File: config.mk
export PLATFORM = sky130hd
export DESIGN_NAME = rr_mux16_arbiter
export DESIGN_NICKNAME = d
export VERILOG_FILES = /design/src/rtl/rr_mux16_arbiter_pkg.sv /design/src/rtl/rr_mux16_arbiter_pick.sv /design/src/rtl/rr_mux16_arbiter.sv
export SDC_FILE = /design/constraint.sdc
export NUM_CORES = 1
export LEC_CHECK = 0
export ABC_CLOCK_PERIOD_IN_PS = 4000
export BUFFER_PORTS_ARGS = -buffer_cell sky130_fd_sc_hd__buf_2
export CAP_MARGIN = 25
export CORE_UTILIZATION = 35
export DETAILED_ROUTE_END_ITERATION = 16
export GPL_TIMING_DRIVEN = 0
export SLEW_MARGIN = 5
export SYNTH_ARGS = -nofsm -noshare
export SYNTH_HDL_FRONTEND = slang
export SYNTH_SLANG_ARGS = --single-unit
export TNS_END_PERCENT = 50
File: constraint.sdc
create_clock -name clk -period 4 [get_ports clk]
set_input_delay 1 -clock clk [delete_from_list [all_inputs] [get_ports clk]]
set_output_delay 1 -clock clk [all_outputs]
set_load 0.05 [all_outputs]
File: src/rtl/rr_mux16_arbiter_pkg.sv
// Shared constants, state encoding and helpers for the 16-source round-robin mux arbiter.
package rr_mux16_arbiter_pkg;

    localparam int N_REQ = 16;
    localparam int SEL_W = 4;

    typedef enum logic {
        ST_IDLE  = 1'b0,
        ST_GRANT = 1'b1
    } state_t;

    // Pointer after reset: scanning starts at source 0.
    localparam logic [SEL_W-1:0] LAST_RST = 4'd15;

    function automatic logic [N_REQ-1:0] onehot(input logic [SEL_W-1:0] s);
        return N_REQ'(1) << s;
    endfunction

endpackage

File: src/rtl/rr_mux16_arbiter_pick.sv
// Rotating priority encoder (rr_pick16) and the 16:1 data mux used by the arbiter.
module rr_pick16
    import rr_mux16_arbiter_pkg::*;
(
    input  logic [N_REQ-1:0] vec,
    input  logic [SEL_W-1:0] last,
    output logic [SEL_W-1:0] idx,
    output logic             any
);

    // rot[i] is the source i+1 positions after last; the source at last lands in rot[15].
    logic [N_REQ-1:0] rot;

    generate
        for (genvar gi = 0; gi < N_REQ; gi++) begin : g_rot
            assign rot[gi] = vec[last + SEL_W'(gi + 1)];
        end
    endgenerate

    always_comb begin
        idx = last;
        any = |vec;
        for (int i = N_REQ - 1; i >= 0; i--) begin
            if (rot[i]) begin
                idx = last + SEL_W'(i + 1);
            end
        end
    end

endmodule

module rr_mux16
    import rr_mux16_arbiter_pkg::*;
(
    input  logic [N_REQ-1:0] d,
    input  logic [SEL_W-1:0] s,
    output logic             q
);

    assign q = d[s];

endmodule

File: src/rtl/rr_mux16_arbiter.sv
// Round-robin arbiter that time-slices one 16:1 serial mux among 16 requesters
// and gates the selected bit onto a shared output line.
module rr_mux16_arbiter
    import rr_mux16_arbiter_pkg::*;
#(
    parameter int SLOT_LEN = 8,
    parameter int CNT_W    = 8
) (
    input  logic             clk,
    input  logic             rst,
    input  logic [N_REQ-1:0] req,
    input  logic [N_REQ-1:0] din,
    output logic [SEL_W-1:0] sel,
    output logic [N_REQ-1:0] gnt,
    output logic             busy,
    output logic             y,
    output logic             slot_end
);

    state_t           state_reg, state_next;
    logic [SEL_W-1:0] sel_reg,   sel_next;
    logic [N_REQ-1:0] gnt_reg,   gnt_next;
    logic             busy_reg,  busy_next;
    logic [CNT_W-1:0] cnt_reg,   cnt_next;
    logic [SEL_W-1:0] last_reg,  last_next;

    logic [SEL_W-1:0] ptr;
    logic [SEL_W-1:0] pick_idx;
    logic             pick_any;
    logic             din_sel;
    logic             req_sel;
    logic             timeout;
    logic             slot_done;

    // A regrant scans from the source being released, so the pointer is the current sel.
    assign ptr = (state_reg == ST_GRANT) ? sel_reg : last_reg;

    rr_pick16 u_pick (
        .vec  (req),
        .last (ptr),
        .idx  (pick_idx),
        .any  (pick_any)
    );

    rr_mux16 u_mux (
        .d (din),
        .s (sel_reg),
        .q (din_sel)
    );

    assign req_sel   = req[sel_reg];
    assign timeout   = (cnt_reg == CNT_W'(SLOT_LEN - 1));
    assign slot_done = (state_reg == ST_GRANT) && (!req_sel || timeout);

    // Reset abandons the slot silently: no end pulse and no data.
    assign slot_end = slot_done & ~rst;
    assign y        = busy_reg & req_sel & din_sel & ~rst;
    assign sel      = sel_reg;
    assign gnt      = gnt_reg;
    assign busy     = busy_reg;

    always_comb begin
        state_next = state_reg;
        sel_next   = sel_reg;
        gnt_next   = gnt_reg;
        busy_next  = busy_reg;
        cnt_next   = cnt_reg;
        last_next  = last_reg;
        case (state_reg)
            ST_IDLE: begin
                if (pick_any) begin
                    state_next = ST_GRANT;
                    sel_next   = pick_idx;
                    gnt_next   = onehot(pick_idx);
                    busy_next  = 1'b1;
                    cnt_next   = '0;
                end
            end
            ST_GRANT: begin
                if (slot_done) begin
                    last_next = sel_reg;
                    cnt_next  = '0;
                    if (pick_any) begin
                        sel_next = pick_idx;
                        gnt_next = onehot(pick_idx);
                    end else begin
                        state_next = ST_IDLE;
                        gnt_next   = '0;
                        busy_next  = 1'b0;
                    end
                end else begin
                    cnt_next = cnt_reg + CNT_W'(1);
                end
            end
            default: begin
                state_next = ST_IDLE;
            end
        endcase
    end

    always_ff @(posedge clk) begin
        if (rst) begin
            state_reg <= ST_IDLE;
            sel_reg   <= '0;
            gnt_reg   <= '0;
            busy_reg  <= 1'b0;
            cnt_reg   <= '0;
            last_reg  <= LAST_RST;
        end else begin
            state_reg <= state_next;
            sel_reg   <= sel_next;
            gnt_reg   <= gnt_next;
            busy_reg  <= busy_next;
            cnt_reg   <= cnt_next;
            last_reg  <= last_next;
        end
    end

endmodule

# Word level (Yosys, flattened, before mapping)
# Cells that the tools add are included.
# W data, S select, Z words.
dict set report word_totals {
  regBits 34
  latchBits 0
  ramBits 0
  romBits 0
  input_bits 34
  out_inout_bits 23
  word_cells 123
  memories 0
}
dict set report classes {
  add_sub_neg 16
  mul 0
  div 0
  n_lt_le_gt_ge 16
  n_eq_ne 4
  n_shift 1
  n_mux 67
  bitwise 6
  n_reduce_logical 7
}
# cell n
set ops {}
lappend ops {{$lt A4 B5 Y1 const B} 16}
lappend ops {{$mux W4} 18}
lappend ops {{$bmux W1 S4} 17}
lappend ops {{$mux W16} 3}
lappend ops {{$add A4 B4 Y4 const B} 8}
lappend ops {{$pmux W16 S2} 1}
lappend ops {{$mux W1} 22}
lappend ops {{$add A4 B3 Y4 const B} 4}
lappend ops {{$mux W8} 2}
lappend ops {{$pmux W8 S2} 1}
lappend ops {{$reduce_or A16 Y1} 1}
lappend ops {{$shl A1 B4 Y16 const A} 1}
lappend ops {{$add A4 B2 Y4 const B} 2}
lappend ops {{$add A8 B1 Y8 const B} 1}
lappend ops {{$eq A8 B3 Y1 const B} 1}
lappend ops {{$pmux W4 S2} 1}
lappend ops {{$add A4 B1 Y4 const B} 1}
lappend ops {{$and A1 B1 Y1} 4}
lappend ops {{$ne A2 B2 Y1 const B} 2}
lappend ops {{$pmux W1 S2} 2}
lappend ops {{$reduce_and A2 Y1} 2}
lappend ops {{$reduce_and A3 Y1} 1}
lappend ops {{$ne A2 B1 Y1 const B} 1}
lappend ops {{$not A1 Y1} 2}
lappend ops {{other kinds (3)} 3}

# Depth between registers and ports, before layout
# Gate-level depths: netlist (run 1).
dict set report depth {
  word_depth 23
  ltp_mapped 15
  depth_no_buf 12
}

# Cells and area by module
# From an unflattened synthesis (run 1), not the netlist that was laid out.
dict set report hier_totals {
  hier_cells 397
  area_unflattened_um2 3844.9
}
# module n_inst cells_each area_per_inst_um2 seq_area_each_um2
set modules_own_cells {}
lappend modules_own_cells {rr_pick16 1 202 1889.3 0.0}
lappend modules_own_cells {rr_mux16_arbiter 1 188 1820.5 680.7}
lappend modules_own_cells {rr_mux16 1 7 135.1 0.0}

# Least setup slack after synthesis (run 1)
# Ideal clock, no wire load.
dict set report synth_timing {
  kind {register -> register}
  start {register sel_reg[2], in the netlist sel[2]}
  end {register gnt_reg[12], in the netlist gnt[12]}
  setup_time_ns 0.088
  t_arrival_ns 4.534
  t_required_ns 3.912
  setup_slack_ns -0.621
  stages_incl_launch_ff 14
  n_path_buf 3
  synth_period_minus_slack_ns 4.621
  cell_sequence {dfxtp_1 mux2_4 clkbuf_1 clkbuf_1 ha_1 clkbuf_1 nand2_1 xnor2_1 a21oi_1 mux4_2 or2_0 a2111oi_1 a21oi_2 o31ai_1}
}
dict set report synth_between {
  elab_chain_cells 23
  elab_cells_between_ends 73
  classes_between {add/sub: 15; eq/ne: 1; shift: 1; mux: 52; reduce/logical: 4}
}
# item line
set synth_rtl {}
lappend synth_rtl {{start, declared} rr_mux16_arbiter.sv:21} ;# logic [SEL_W-1:0] sel_reg, sel_next;
lappend synth_rtl {{start signal, assigned} rr_mux16_arbiter.sv:111} ;# sel_reg <= sel_next;
lappend synth_rtl {{$mux W4} rr_mux16_arbiter.sv:36} ;# assign ptr = (state_reg == ST_GRANT) ? sel_reg : last_reg;
lappend synth_rtl {{$add A4 B4 Y4} {rr_mux16_arbiter_pick.sv:16, rr_mux16_arbiter_pick.sv:25}}
lappend synth_rtl {{$bmux W1 S4} rr_mux16_arbiter_pick.sv:16} ;# assign rot[gi] = vec[last + SEL_W'(gi + 1)];
lappend synth_rtl {{$mux W1 (implied by the code)} rr_mux16_arbiter_pick.sv:16}
lappend synth_rtl {{$mux W4 (15 in a row)} rr_mux16_arbiter_pick.sv:24} ;# if (rot[i]) begin
lappend synth_rtl {{$shl A1 B4 Y16} rr_mux16_arbiter_pkg.sv:16} ;# return N_REQ'(1) << s;
lappend synth_rtl {{$mux W16} rr_mux16_arbiter.sv:83} ;# if (pick_any) begin
lappend synth_rtl {{$mux W16} rr_mux16_arbiter.sv:80} ;# if (slot_done) begin
lappend synth_rtl {{$pmux W16 S2} rr_mux16_arbiter.sv:69} ;# case (state_reg)
lappend synth_rtl {{end signal, assigned} rr_mux16_arbiter.sv:112} ;# gnt_reg <= gnt_next;
lappend synth_rtl {{end, declared} rr_mux16_arbiter.sv:22} ;# logic [N_REQ-1:0] gnt_reg, gnt_next;
# Parallel ways exist; a longest one is shown, timed or not. The select of a mux whose other input is x is not followed.
# A chain may end at the register's enable or synchronous reset.

# Final worst setup path (run 1)
dict set report layout_timing {
  start {register state_reg}
  end {register gnt_reg[14], in the netlist gnt[14]}
}
dict set report layout_between {
  elab_chain_cells 23
  elab_cells_between_ends 71
  classes_between {add/sub: 15; eq/ne: 2; shift: 1; mux: 50; bitwise: 1; reduce/logical: 2}
}
# item line
set layout_rtl {}
lappend layout_rtl {{start, declared} rr_mux16_arbiter.sv:20} ;# state_t state_reg, state_next;
lappend layout_rtl {{start signal, assigned} rr_mux16_arbiter.sv:110} ;# state_reg <= state_next;
lappend layout_rtl {{$mux W4} rr_mux16_arbiter.sv:36}
lappend layout_rtl {{$add A4 B4 Y4} {rr_mux16_arbiter_pick.sv:16, rr_mux16_arbiter_pick.sv:25}}
lappend layout_rtl {{$bmux W1 S4} rr_mux16_arbiter_pick.sv:16}
lappend layout_rtl {{$mux W1 (implied by the code)} rr_mux16_arbiter_pick.sv:16}
lappend layout_rtl {{$mux W4 (15 in a row)} rr_mux16_arbiter_pick.sv:24}
lappend layout_rtl {{$shl A1 B4 Y16} rr_mux16_arbiter_pkg.sv:16}
lappend layout_rtl {{$mux W16} rr_mux16_arbiter.sv:83}
lappend layout_rtl {{$mux W16} rr_mux16_arbiter.sv:80}
lappend layout_rtl {{$pmux W16 S2} rr_mux16_arbiter.sv:69}
# Parallel ways exist; a longest one is shown, timed or not. The select of a mux whose other input is x is not followed.

==> results of run 1 <==
## through the flow
step           util [%]  setup TNS, ps  hold slack, ps  cells  area, µm²
6_report          47.62              0           455.0    648       5253
3_5_place_dp      41.18         -12280           433.8    616       4542
5_1_grt           47.62         -129.3           484.4    648       5253
4_1_cts           45.11              0           447.7    638       4976
3_3_place_gp      41.18         -11510           435.6    616       4542
2_1_floorplan         -              0           479.5    420       4086
## layout make-up
type                    count  share of cell area (%)
multi-input cells         351                   66.70
flip-flops and latches     34                   13.01
repair buffers             81                   9.505
plain buffers              26                   3.597
well taps                 140                   3.335
clock buffers               5                   2.382
clock inverters             3                  0.8576
inverters                   8                  0.6193
## critical path, cell delays in order (launching register included)
cell and delay [ps]:
dfxtp_1 320, buf_6 150, mux2i_4 310, inv_2 90
buf_8 160, ha_4 200, xnor2_4 240, buf_4 160
mux4_2 490, a222oi_1 430, nand4b_1 200, a311oi_2 310
a211o_1 270, nand4_1 120, buf_4 190, o31ai_1 190
## metal layers
| layer | global-route usage, % | part of all wire [%] |
|---|---|---|
| met4 | 6.667 | 2.1 |
| met3 | 2.845 | 6.4 |
| met2 | 36.03 | 48 |
| met1 | 29.22 | 43 |
| met5 | 0 | 0 |
## kinds of logic after synthesis
group                      after synthesis
AOI/OAI and AO/OA                       99
buffers and inverters                   35
and+or+nand+nor                        128
adders and majority gates                9
muxes                                   96
DFF                                     34
xor gates and xnor gates                19
## worst max path at each step
stage,cells past startpoint,to,from,slack (ps)
2_1_floorplan,14,gnt[11],sel[2],0.5
3_3_place_gp,14,gnt[2],state_reg,-660
3_5_place_dp,14,gnt[3],state_reg,-740
4_1_cts,14,gnt[3],state_reg,0.2
5_1_grt,14,gnt[2],state_reg,-50
6_report,15,gnt[14],state_reg,60
## timing repair
item | CTS | global route
cloned | 0 | 0
pin swaps | 8 | 15
resized for setup | 27 | 41
hold endpoints to repair | 0 | 0
setup endpoints to repair | 21 | 19
buffers inserted | 15 | 10
## layout by cell type (no fill, tap or decap), types with 4 or more instances in the layout
cell type | netlist | final
buf_2 | 3 | 55
mux4_2 | 37 | 37
nand2_1 | 36 | 36
mux2i_1 | 37 | 33
dfxtp_1 | 34 | 32
buf_4 | 4 | 29
nor2_1 | 28 | 28
a21oi_1 | 17 | 16
mux2_2 | 13 | 13
o21ai_0 | 11 | 11
clkbuf_1 | 16 | 10
nand3_1 | 11 | 10
nor2b_1 | 11 | 10
o31ai_1 | 18 | 9
a211o_1 | 8 | 8
o31ai_2 | 0 | 8
buf_6 | 3 | 7
xnor2_1 | 10 | 7
nor3_1 | 7 | 7
mux2i_4 | 1 | 6
mux2i_2 | 7 | 6
a211oi_1 | 7 | 6
xor2_1 | 6 | 6
inv_1 | 6 | 5
nor4_1 | 6 | 5
nand4_1 | 5 | 5
ha_1 | 9 | 5
clkbuf_16 | 0 | 5
and2_1 | 3 | 4
xnor2_4 | 1 | 4
and3_1 | 4 | 4
nand4b_1 | 4 | 4
==> reports/qor.csv, run 1 <==
stage,metric,value,unit
synth,ys_warn_count,0,
sta,slew_headroom,52.45,%
run_status,outcome,finished clean,
layout,num-fill-cells,1046,
sta,setup_viol,0,
layout,fin_nets,550,
synth,synth_flop_cell,dfxtp_1,
layout,diodes,0,
floorplanning,die_area,0.01200,mm²
clocking,holdBufCountCts,0,
clocking,clk_pin_slew,60,ps
drt,vias,3982,
synth,syn_inst,420,
synth,synthAdderAreaFrac,2.782,%
drt,vias_per_cell,6.145,
worst_setup_path,crit_arrival,4130,ps
sta,skew,2.965,ps
synth,synth_top_area_share,20.59,%
synth,ys_ff_latch,34,
sta,worst_pin_slew,693.5,ps
sta,rsz0062_at_grt,yes,
layout,drive_gt1_share,41.73,%
floorplanning,initial_core_util,36.69,%
worst_setup_path,rrSetupSlack,60,ps
grt,antenna_found_initial,0,
clocking,cts_tree,built,
sta,min_period_over_period,98.38,%
synth,ys_top_cells_by_count,"37 x mux2i_1, 37 x mux4_2, 36 x nand2_1, 34 x dfxtp_1, 28 x nor2_1",
worst_hold_path,min_delay_worst_endpoint,gnt[8],
layout,largest_reg_flops,16,
synth,syn_area,0.004048,mm²
worst_setup_path,path_max_fanout,12,
synth,synth_compound_area_share,18.49,%
drt,firstDrtPassIters,6,
synth,yosysUniqueCellTypes,73,
place,routabilityCongestion,0.8970,
sta,fmax,254.1,MHz
synth,synthArstFlopShare,0,%
worst_setup_path,timing.rr.end,gnt[14],
floorplanning,dieWidth,109.5,µm
worst_hold_path,worstHoldStart,gnt[8],
place,portBuffers,56,
synth,synth_area_per_cell,9.637,µm²
layout,area.growth.synth_to_final,29.77,%
clocking,cts_root_buffer,clkbuf_16,
floorplanning,coreArea,0.01103,mm²
grt,grt_start_max_net_pins,14,
place,dp_hpwl,9416,µm
worst_setup_path,timing.rr.start,state_reg,
worst_setup_path,cp-end-kind,register,
clocking,htreeDepth,2,
clocking,cts_buffer_depth,2,
synth,yosys-top-cells-area,"mux4_2 21%, dfxtp_1 17%, mux2i_1 9.1%",
drt,drc,0,
synth,synth_area_leader_cell,mux4_2,
flow_run,max_cap_viol_count,0,
worst_setup_path,reg2reg_depth,15,
worst_setup_path,cp-start-kind,register,
drt,wire_per_inst,19.54,µm
place,pre_cts_ws,-740.9,ps
drt,drt_iter0_drc,289,
clocking,numCtsBuffers,5,
layout,multiInputGateArea,0.003503,mm²
synth,synth_top_family_by_area,multiplexers,
clocking,clk_latency,280,ps
synth,synthMuxAreaShare,36.66,%
layout,regArea,683.2,µm²
worst_setup_path,crit_type,register to register,
floorplanning,pin_count,57,
worst_hold_path,hp-class,register to register,
floorplanning,placementRows,38,
grt,first_global_vias,3745,
floorplanning,die_y,109.5,µm
synth,synth_xor_area_share,4.946,%
drt,drt-total-wl,12660,µm
clocking,clock-sinks,34,
synth,synthSimpleGateAreaFrac,15.98,%
synth,yosysSeqAreaShare,16.82,%
worst_setup_path,crit_required,4190,ps
grt,grt_pass1_wl,19840,µm
grt,grt_overflow,0,
grt,grt_usage,21.67,%
sta,period_minus_slack,3935,ps
sta,finalMaxSlewViolations,0,
drt,antenna_left,0,
sta,hold_violations,0,
worst_hold_path,holdPathStages,2,
sta,fin_ws,64.64,ps
synth,synth_nets,463,
synth,synth_enable_flop_cells,0,
Power of run 1 is left out: the tool's default activity adds up to more than one toggle a clock period on the data nets, which glitch-free logic cannot reach.
==> inputs of run 2 (changes only) <==
--- a/config.mk
+++ b/config.mk
@@ -11,6 +11,7 @@
 export CORE_UTILIZATION = 35
 export DETAILED_ROUTE_END_ITERATION = 16
 export GPL_TIMING_DRIVEN = 0
+export SETUP_SLACK_MARGIN = 0.4
 export SLEW_MARGIN = 5
 export SYNTH_ARGS = -nofsm -noshare
 export SYNTH_HDL_FRONTEND = slang
==> reports/qor.csv, run 2 (synthesis results as in run 1) <==
stage,metric,value,unit,change
drt,vias,4149,,+4.2%
place,dp_hpwl,9635,µm,+2.3%
layout,final_cell_mix,"51 x buf_4, 50 x buf_2, 37 x mux4_2",,
drt,drt-total-wl,13430,µm,+6.0%
worst_setup_path,crit_type,register to register,,
clocking,clk_latency,270,ps,about the same
drt,wire_per_inst,19.77,µm,+1.2%
layout,area.growth.synth_to_final,42.07,%,
drt,drc,0,,unchanged
layout,finish.utilization,52.13,%,+4.5 points
clocking,htreeDepth,2,,unchanged
grt,grt_pass1_wl,21130,µm,+6.5%
clocking,cts_tree,built,,
layout,layout_commonest_cell,buf_4,,
drt,drt_iter0_drc,347,,+20%
sta,skew,4.385,ps,+1.419 ps
clocking,holdBufCountCts,0,,unchanged
sta,worst_pin_slew,693.9,ps,+0.4210 ps
run_status,outcome,finished clean,,
sta,setup-tns-final,0,ps,unchanged
sta,hold_violations,0,,unchanged
grt,grt_overflow,0,,unchanged
floorplanning,coreArea,0.01103,mm²,unchanged
layout,drive_gt1_share,47.68,%,+5.9 points
clocking,numCtsBuffers,5,,unchanged
grt,grt_usage,22.85,%,+1.2 points
worst_setup_path,cp-start-kind,register,,
sta,slew_headroom,52.42,%,about the same
grt,antenna_found_initial,0,,unchanged
sta,finalMaxSlewViolations,0,,unchanged
worst_setup_path,path_max_fanout,6,,-6
grt,first_global_vias,3998,,+6.8%
floorplanning,pin_count,57,,unchanged
worst_setup_path,crit_required,4180,ps,about the same
floorplanning,initial_core_util,36.69,%,unchanged
layout,fin_nets,581,,+5.6%
drt,vias_per_cell,6.110,,-0.56%
floorplanning,placementRows,38,,unchanged
grt,grt_start_max_net_pins,14,,unchanged
clocking,cts_buffer_depth,2,,unchanged
worst_setup_path,crit_arrival,4070,ps,-60 ps
clocking,clock-sinks,34,,unchanged
flow_run,max_cap_viol_count,0,,unchanged
sta,fmax,257.3,MHz,+1.2%
place,portBuffers,56,,unchanged
worst_hold_path,hp-class,register to register,,
drt,firstDrtPassIters,5,,-1
sta,setup_viol,0,,unchanged
floorplanning,die_area,0.01200,mm²,unchanged
layout,largest_reg_flops,16,,unchanged
sta,period_minus_slack,3887,ps,-48.15 ps
sta,rsz0062_at_grt,yes,,
worst_setup_path,cp-end-kind,register,,
clocking,clk_pin_slew,50,ps,about the same
layout,diodes,0,,unchanged
clocking,cts_root_buffer,clkbuf_16,,
floorplanning,dieWidth,109.5,µm,unchanged
layout,num-fill-cells,1006,,-3.8%
sta,timing.hold.ws,448.0,ps,-6.997 ps
floorplanning,die_y,109.5,µm,unchanged
sta,min_period_over_period,97.18,%,-1.2 points
place,routabilityCongestion,0.9127,,+1.8%
drt,antenna_left,0,,unchanged
==> run 2: metrics by stage <==
stage	cells	setup WS, ps	cell area, µm²
3_5_place_dp	616	-396.9	4723
6_report	679	112.8	5751
2_1_floorplan	420	341.6	4268
4_1_cts	663	181.3	5497
3_3_place_gp	616	-304.3	4723
5_1_grt	679	28.77	5751
==> run 2: routing by layer <==
metal | track usage, % | vias up | part of all wire, %
li1 | - | 1898 | -
met1 | 29.76 | 2019 | 43
met2 | 39.49 | 191 | 48
met3 | 2.964 | 41 | 6.5
met4 | 6.571 | 0 | 3.2
met5 | 0 | - | 0
==> run 2: critical path: stages, from the launching register on <==
cell	delay (ps)
dfxtp_2	330
buf_12	120
mux2_4	320
clkbuf_16	150
clkbuf_16	140
ha_4	150
clkbuf_16	150
a21oi_4	190
buf_12	140
xnor2_4	140
mux4_2	630
nor2b_4	170
a221o_1	340
a311o_1	310
and3_4	170
buf_6	130
o31ai_1	210
==> run 2: path summary, 6_finish.rpt <==
check             cells after the start  slack [ps]       from       to
setup / recovery                     16         110  state_reg   gnt[7]
hold / removal                        2         450    gnt[11]  gnt[11]
setup reg to reg                     16         110  state_reg   gnt[7]
hold reg to reg                       2         450    gnt[11]  gnt[11]
==> run 2: repair_timing <==
action,4_1_cts,5_1_grt
setup buffers,37,16
cloned,2,0
gates resized for setup,60,20
pin swaps,33,21
endpoints found under the setup margin,21,22
==> run 2: layout make-up <==
class                      count  area, µm²  share of cell area (%)
multi-input combinational    352       3643                   63.36
timing repair buffer         110      779.5                   13.56
sequential                    34      688.2                   11.97
buffer                        27      284.0                   4.939
tap                          140      175.2                   3.046
clock buffer                   7      142.6                   2.480
inverter                       8      32.53                  0.5657
clock inverter                 1      5.005                 0.08703
Power of run 2 is left out for the same reason.
==> inputs of run 3 (changes only) <==
==> constraint.sdc (replaced) <==
create_clock -name clk -period 4 [get_ports clk]
set_input_delay 0 -clock clk [delete_from_list [all_inputs] [get_ports clk]]
set_output_delay 0 -clock clk [all_outputs]
set_load 0.05 [all_outputs]
==> reports/qor.csv, run 3 (synthesis results as in run 1) <==
stage,metric,value,unit,change
run_status,outcome,finished clean,,
clocking,clock-sinks,34,,unchanged
grt,antenna_found_initial,0,,unchanged
floorplanning,placementRows,38,,unchanged
grt,grt_overflow,0,,unchanged
worst_setup_path,path_max_fanout,10,,+4
worst_setup_path,cp-end-kind,register,,
floorplanning,pin_count,57,,unchanged
sta,slew_headroom,55.40,%,+3.0 points
drt,vias_per_cell,6.251,,+2.3%
drt,firstDrtPassIters,6,,+1
worst_setup_path,crit_required,4190,ps,about the same
layout,drive_gt1_share,48.03,%,+0.35 points
worst_setup_path,cp_slowest_cell,or3b_1,,
flow_run,max_cap_viol_count,0,,unchanged
grt,grt_start_max_net_pins,14,,unchanged
floorplanning,dieWidth,109.5,µm,unchanged
clocking,htreeDepth,2,,unchanged
grt,first_global_vias,4019,,+0.53%
clocking,cts_buffer_depth,2,,unchanged
floorplanning,die_y,109.5,µm,unchanged
clocking,clk_latency,280,ps,about the same
layout,fin_nets,575,,-1.0%
sta,fmax,257.9,MHz,+0.25%
place,routabilityCongestion,0.9370,,+2.7%
sta,finalMaxSlewViolations,0,,unchanged
floorplanning,initial_core_util,36.69,%,unchanged
sta,worst_pin_slew,660.4,ps,-33.47 ps
drt,wire_per_inst,20.90,µm,+5.7%
worst_hold_path,hp-class,input pin to register,,
layout,final_cell_mix,"56 x buf_2, 41 x buf_4, 37 x mux4_2",,
sta,timing.hold.ws,2.514,ps,-445.5 ps
sta,setup_viol,0,,unchanged
worst_setup_path,crit_chain,"buf_12, buf_4, buf_4, mux2_2, clkbuf_2, mux4_2, mux2i_1, mux2i_1, or3b_1, a31oi_2, o41ai_4, a211o_1, o31ai_1",,
drt,vias,4207,,+1.4%
sta,min_period_over_period,96.94,%,-0.24 points
drt,drt-total-wl,14060,µm,+4.8%
drt,drc,0,,unchanged
clocking,clk_pin_slew,60,ps,about the same
place,portBuffers,56,,unchanged
clocking,cts_tree,built,,
layout,layout_commonest_cell,buf_2,,
place,dp_hpwl,9752,µm,+1.2%
floorplanning,die_area,0.01200,mm²,unchanged
sta,hold_violations,0,,unchanged
grt,grt_pass1_wl,21430,µm,+1.4%
layout,area.growth.synth_to_final,41.79,%,
clocking,numCtsBuffers,5,,unchanged
worst_setup_path,crit_arrival,4060,ps,about the same
sta,period_minus_slack,3877,ps,-9.777 ps
layout,diodes,0,,unchanged
sta,skew,4.641,ps,+0.2567 ps
worst_setup_path,cpPeakStageDelay,430,ps,-200 ps
floorplanning,coreArea,0.01103,mm²,unchanged
sta,rsz0062_at_grt,yes,,
drt,drt_iter0_drc,257,,-26%
sta,setup-tns-final,0,ps,unchanged
drt,antenna_left,0,,unchanged
worst_setup_path,crit_type,register to register,,
clocking,cts_root_buffer,clkbuf_16,,
layout,largest_reg_flops,16,,unchanged
grt,grt_usage,23.60,%,+0.75 points
worst_setup_path,cp-start-kind,register,,
## run 3: cell types whose count changed in the layout (fill, tap and decap cells not counted), moves of 3 or more
cell | before | now
buf_6 | 12 | 9
mux2i_4 | 6 | 9
buf_4 | 51 | 41
buf_2 | 50 | 56
## run 3: per-layer routing
layer | wire (µm) | global-route usage (%) | vias up
li1 | - | - | 1891
met1 | 6005 | 31.92 | 2070
met2 | 6581 | 37.33 | 211
met3 | 1100 | 5.394 | 35
met4 | 377 | 7.333 | 0
met5 | 0 | 0 | -
## run 3: stage by stage
step                instances  util (%)  instance area (µm²)  setup slack [ps]
floorplan                 420         -                 4220             360.4
global placement          616     42.39                 4676            -282.1
detailed placement        616     42.39                 4676            -305.8
CTS                       659     49.67                 5479             211.0
global route              673     52.03                 5739             16.25
finish                    673     52.03                 5739             122.6
## run 3: timing repair
action                                  CTS  global route
buffers inserted                         34            13
hold buffers                              0             0
pin swaps                                26            18
resized for setup                        61            29
cloned                                    1             1
endpoints found under the setup margin   20            20
## run 3: critical path: cells and delay by family, from the launching register on
family / cells / cell delay [ps]
mux: 4 / 1210
compound gates: 4 / 1080
buf+inv: 4 / 740
simple gates: 1 / 430
flops: 1 / 320
## run 3: final timing paths
path | depth (start not counted) | slack, ps | startpoint | endpoint
setup / recovery | 13 | 120 | state_reg | gnt[1]
setup reg to reg | 13 | 120 | state_reg | gnt[1]
hold / removal | 2 | 3 | rst | last_reg[0]
hold reg to reg | 2 | 450 | gnt[4] | gnt[4]
## run 3: area by class of cell
class | instances | area, µm²
Multi-Input combinational cell | 351 | 3667
Timing Repair Buffer | 105 | 742.0
Clock inverter | 3 | 40.04
Buffer | 27 | 269.0
Fill cell | 1009 | 5291
Clock buffer | 5 | 125.1
Tap cell | 140 | 175.2
Sequential cell | 34 | 688.2
Inverter | 8 | 32.53
Power of run 3 is left out for the same reason.
